--- src/rtl/ldpc_pkg.sv ---
// Shared definitions for the QC-LDPC encoder datapath: supported circulant
// sizes, default block counts, packer FSM states and frame sizing helpers.
package ldpc_pkg;

  localparam int unsigned Z_SMALL  = 27;
  localparam int unsigned Z_MEDIUM = 54;
  localparam int unsigned Z_LARGE  = 81;

  localparam int unsigned DEF_NUM_INFO_BLKS   = 20;
  localparam int unsigned DEF_NUM_PARITY_BLKS = 4;

  // Packer states: FILL accepts beats, HOLD presents a finished frame.
  typedef enum logic {
    FILL = 1'b0,
    HOLD = 1'b1
  } packer_state_e;

  // Number of bits carried by nblk circulant blocks of size z.
  function automatic int unsigned frame_bits(input int unsigned z,
                                             input int unsigned nblk);
    return z * nblk;
  endfunction

  // True for the circulant sizes the encoder supports.
  function automatic bit z_supported(input int unsigned z);
    return (z == Z_SMALL) || (z == Z_MEDIUM) || (z == Z_LARGE);
  endfunction

endpackage

--- src/rtl/ldpc_info_packer.sv ---
// Packs a narrow valid/ready payload stream into NUM_INFO_BLKS circulant
// blocks of Z bits and holds the finished frame until the encoder takes it.
module ldpc_info_packer
  import ldpc_pkg::*;
#(
  parameter  int unsigned Z             = 54,
  parameter  int unsigned NUM_INFO_BLKS = DEF_NUM_INFO_BLKS,
  parameter  int unsigned IN_W          = 8,
  localparam int unsigned INFO_BITS     = frame_bits(Z, NUM_INFO_BLKS),
  localparam int unsigned NUM_BEATS     = (INFO_BITS + IN_W - 1) / IN_W,
  localparam int unsigned CNT_W         = $clog2(NUM_BEATS + 1)
) (
  input  logic                              CLK,
  input  logic                              rst_n,
  input  logic [IN_W-1:0]                   in_data,
  input  logic                              in_valid,
  input  logic                              in_last,
  output logic                              in_ready,
  output logic [NUM_INFO_BLKS-1:0][Z-1:0]   info_blk,
  output logic                              info_valid,
  input  logic                              info_ready,
  output logic                              frame_err,
  output logic [CNT_W-1:0]                  beat_cnt
);

  localparam logic [CNT_W-1:0] LAST_BEAT = CNT_W'(NUM_BEATS - 1);

  packer_state_e        state;
  logic [INFO_BITS-1:0] frame_q;
  logic                 accept;
  logic                 last_slot;
  logic                 complete;

  // in_ready is only ever high in FILL, so it alone qualifies a beat.
  assign accept    = in_valid && in_ready;
  assign last_slot = (beat_cnt == LAST_BEAT);
  assign complete  = accept && (last_slot || in_last);
  assign info_blk  = frame_q;

  // Frame control: beat counting, FILL/HOLD sequencing and handshake outputs.
  always_ff @(posedge CLK or negedge rst_n) begin
    if (!rst_n) begin
      state      <= FILL;
      beat_cnt   <= '0;
      in_ready   <= 1'b0;
      info_valid <= 1'b0;
      frame_err  <= 1'b0;
    end else begin
      case (state)
        FILL: begin
          if (complete) begin
            state      <= HOLD;
            beat_cnt   <= '0;
            in_ready   <= 1'b0;
            info_valid <= 1'b1;
            // Clean only when in_last lands exactly on the final slot.
            frame_err  <= !(last_slot && in_last);
          end else begin
            in_ready <= 1'b1;
            if (accept) begin
              beat_cnt <= beat_cnt + 1'b1;
            end
          end
        end
        HOLD: begin
          if (info_ready) begin
            // in_ready stays low one more cycle: the bubble before refilling.
            state      <= FILL;
            info_valid <= 1'b0;
            frame_err  <= 1'b0;
          end
        end
        default: state <= FILL;
      endcase
    end
  end

  // Frame storage: write the accepted beat into its slot, clear on FILL entry.
  always_ff @(posedge CLK or negedge rst_n) begin
    if (!rst_n) begin
      frame_q <= '0;
    end else if (state == HOLD) begin
      if (info_ready) begin
        frame_q <= '0;
      end
    end else if (accept) begin
      // Slot select by counter compare; the final slot is clipped at INFO_BITS
      // so the unused high bits of a partial last beat are dropped.
      for (int unsigned n = 0; n < NUM_BEATS; n++) begin
        if (beat_cnt == CNT_W'(n)) begin
          for (int unsigned k = n * IN_W; (k < INFO_BITS) && (k < (n + 1) * IN_W); k++) begin
            frame_q[k] <= in_data[k - n * IN_W];
          end
        end
      end
    end
  end

endmodule

--- config.mk ---
export PLATFORM = sky130hd
export DESIGN_NAME = ldpc_info_packer
export DESIGN_NICKNAME = d
export VERILOG_FILES = /design/src/rtl/ldpc_pkg.sv /design/src/rtl/ldpc_info_packer.sv
export SDC_FILE = /design/constraint.sdc
export NUM_CORES = 1
export LEC_CHECK = 0
export CORE_AREA = 2 2 431 433
export DETAILED_ROUTE_END_ITERATION = 7
export DIE_AREA = 0 0 433 435
export HOLD_SLACK_MARGIN = 0.12
export PLACE_DENSITY = 0.48
export SKIP_LAST_GASP = 1
export SLEW_MARGIN = 20
export SYNTH_ARGS = -nofsm -noshare
export SYNTH_HDL_FRONTEND = slang
export SYNTH_SLANG_ARGS = --single-unit
export TNS_END_PERCENT = 100
--- constraint.sdc ---
create_clock -name CLK -period 2.9 [get_ports CLK]
set_clock_uncertainty 0.2 [all_clocks]
set_input_delay 0.435 -clock CLK [delete_from_list [all_inputs] [get_ports CLK]]
set_output_delay 0.435 -clock CLK [all_outputs]
set_load 0.1 [all_outputs]
==> impl_metrics.tcl <==
set metrics [dict create \
    outcome "finished clean" \
    grt_busiest_layer "met2" \
    cp_slowest_stage_delay_ns 0.60 \
    slew_viol_final 0 \
    sw_frac_of_total_pct 30.5 \
    worstMarginPinSlew_ns 0.984 \
    hold_viol 0 \
    tns_ns 0 \
    min_period_ns 2.73 \
    grt_max_degree 167 \
    netlist_instances 3658 \
    core_sq_mm 0.184 \
    via_per_inst 4.52 \
    die_w_microns 433 \
    hp-class "primary input to flip-flop" \
    avgSynthCellArea_sq_um 12.0 \
    fp.dieH_microns 435 \
    clkSinkCount 1092 \
    synth_fp_nets 3675 \
    min_to "frame_err$_DFFE_PN0P_" \
    dr.pass1.iters 5 \
    critPathLaunchType "flip-flop" \
    clockBufferDepth 3 \
    crit_type "flip-flop to primary output" \
    cp_data_arrival_time_ns 2.10 \
    p_int_w 0.0268 \
    met1_usage_pct 25.4 \
    finalWeightedCongestion 0.815 \
    ant_nets 0 \
    area_growth_pct 41.4 \
    p_sw_w 0.0117 \
    wl_mm 198 \
    cts_root_buf "clkbuf_16" \
    comb_power_share_pct 15.2 \
    path_max_fanout 18 \
    drv_cap 0 \
    drcViolationCount 0 \
    slew_headroom_pct 34.2 \
    setup_violations 0 \
    end_kind "primary output" \
    grt_pass1_wl_mm 277 \
    dp.cells 7224 \
    place_ws_ns 0.0326 \
    use_met2_pct 34.1 \
    synthTopCellsByArea "dfrtp_1, mux2i_1, nand2_1" \
    synth.ff_latch_count 1092 \
    min_period_over_period_pct 94.2 \
    cts-buffers-inserted 130 \
    yosysMostFrequentCell "dfrtp_1" \
    vdd_ir_drop_max_uv 522 \
    cp.required_ns 2.27 \
    cts_tree "done" \
    seqPwrFrac_pct 40.8 \
    fillers 18561 \
    drtIter0Drc 2380 \
    synth_edf_count 0 \
    hpwl_mm 142 \
    yosys.area.top_type "dfrtp_1" \
    crit_top_cell "buf_4" \
    async_flop_share_pct 100 \
    p_leak_nw 30.2 \
    portBuffers 1103 \
    grt_pass1_vias 34111 \
    netlist.area_leader.share_pct 62.2 \
    clkPwrFrac_pct 44.0 \
    multi_input_area_sq_mm 0.0155 \
    synth_ff_type "dfrtp_1" \
    htreeDepth 4 \
    ioPinCount 1104 \
    timing.rr.start "beat_cnt[5]$_DFFE_PN0P_" \
    synthesis.area_sq_mm 0.0440 \
    regToRegSetupSlack_ns 0.22 \
    grt_use_total_pct 20.6 \
    nets 4901 \
    slowest_stage "dfrtp_2" \
    yosys_warnings 0 \
    grt-ovfl-total 0 \
    vias 33738 \
    r2r_cells 6 \
    reg2reg_to "info_blk[238]$_DFFE_PN0P_" \
    initial_core_util_pct 23.9 \
    layout_setup_ws_ns 0.168 \
    worstPathCellList "buf_4, buf_4" \
    layout-drive-gt1-share_pct 34.8 \
    worstHoldStart "in_last" \
    register_area_sq_mm 0.0273 \
    powerDensity_mw_per_mm2 619 \
    ys_types 62 \
    final_cells 7468 \
    row_count 158 \
    met3_usage_pct 4.67 \
    rsz0062_at_grt "no" \
    wl_per_cell_microns 26.5 \
    clk_pin_slew_ns 0.07 \
    synth_common_cells "dfrtp_1, nand2_1, mux2i_1" \
    fmax_mhz 366 \
    seq_area_frac_synth_pct 62.2 \
    worstSkewPairLatency_ns 0.80 \
    hold_path_depth 2 \
    grt_antenna_before_repair 7 \
    die_area_sq_mm 0.188 \
]
[power by group through the flow]
stage / Clock (W) / Combinational (W) / Sequential (W)
final: 0.0170 / 0.00583 / 0.0157
after global routing: 0.0180 / 0.00608 / 0.0157
after CTS: 0.0174 / 0.00595 / 0.0157
after detailed placement: 0 / 0.00593 / 0.0160
after global placement: 0 / 0.00593 / 0.0160
after floorplan: 0 / 0.00137 / 0.0178
[through the flow]
step | area (sq um) | hold slack (ns) | total power, W | utilization [%]
CTS | 62100 | 0.148 | 0.0391 | 33.8
global placement | 57700 | 0.225 | 0.0219 | 31.3
global route | 62200 | 0.179 | 0.0398 | 33.8
floorplan | 44000 | -0.0606 | 0.0191 | -
finish | 62200 | 0.229 | 0.0385 | 33.8
detailed placement | 57700 | 0.222 | 0.0219 | 31.3
[final cells by class]
| cell class | instances | area share (%) |
|---|---|---|
| clock inverter | 42 | 0.779 |
| timing repair buffer | 1385 | 19.0 |
| multi-input combinational | 2271 | 24.9 |
| tap | 2480 | 4.99 |
| inverter | 4 | 0.0242 |
| antenna | 4 | 0.0161 |
| sequential | 1092 | 44.0 |
| clock buffer | 190 | 6.31 |
[placed cells by master, fill, tap and decap left out, drive strengths merged, types with 3 or more instances in the layout]
master,count
o2bb2ai,40
nand2,745
dfrtp,1092
a22o,160
dlygate4sd3,8
ha,4
o21ai,230
nor2b,12
diode,4
nor4b,5
buf,1366
inv,9
or3,10
and2,5
nand4,6
nand3,213
clkinv,28
or4b,3
a21oi,3
clkbuf,190
and4b,3
mux2i,680
or3b,4
bufinv,7
nor2,91
nand3b,10
clkdlybuf4s50,11
and3b,3
nor3,22
[per-layer routing]
metal,up-vias,share of wire (%)
li1,15094,-
met1,17337,41
met2,1002,49
met3,305,5.4
met4,0,4.8
met5,-,0
[worst max-delay path, delay by kind of cell (launching register included)]
kind,cells,cell delay (ns)
buffers and inverters,2,0.67
DFF,1,0.60
[state kept, by name, indices dropped and copies added, names as in the netlist]
name / cells
state: 1
in_ready: 1
info_blk: 1080
frame_err: 1
beat_cnt: 8
info_valid: 1
[worst max path at each step]
stage | slack [ns] | cells after the start | endpoint | from
finish | 0.17 | 2 | beat_cnt[2] | beat_cnt[2]$_DFFE_PN0P_
global route | 0.05 | 2 | beat_cnt[2] | beat_cnt[2]$_DFFE_PN0P_
CTS | 0.01 | 6 | info_blk[155]$_DFFE_PN0P_ | beat_cnt[5]$_DFFE_PN0P_
detailed placement | 0.03 | 6 | info_blk[157]$_DFFE_PN0P_ | beat_cnt[5]$_DFFE_PN0P_
global placement | 0.06 | 6 | info_blk[157]$_DFFE_PN0P_ | beat_cnt[5]$_DFFE_PN0P_
floorplan | 0.17 | 7 | info_blk[839]$_DFFE_PN0P_ | beat_cnt[5]$_DFFE_PN0P_
[logic make-up (layout without fill, tap and decap cells)]
logic type               count (synthesis)  after routing  share of synthesized area, %
AO/OA/AOI/OAI                          439            439                          6.85
XOR/XNOR                                 4              4                        0.0797
adder cells (fa/ha/maj)                  4              4                         0.114
buffers and inverters                  295           1621                          2.85
flip-flops                            1092           1092                          62.2
multiplexers                           680            680                          15.5
other                                    0              4                             0
AND/OR/NAND/NOR                       1144           1144                          12.4
[what timing repair did]
item / 4_1_cts / 5_1_grt
gates resized for setup: 0 / 4
endpoints found under the setup margin: 0 / 31
hold buffers: 8 / 0
setup buffers: 0 / 0
endpoints found under the hold margin: 921 / 0
Note: power is estimated with default switching activity, not from simulation.
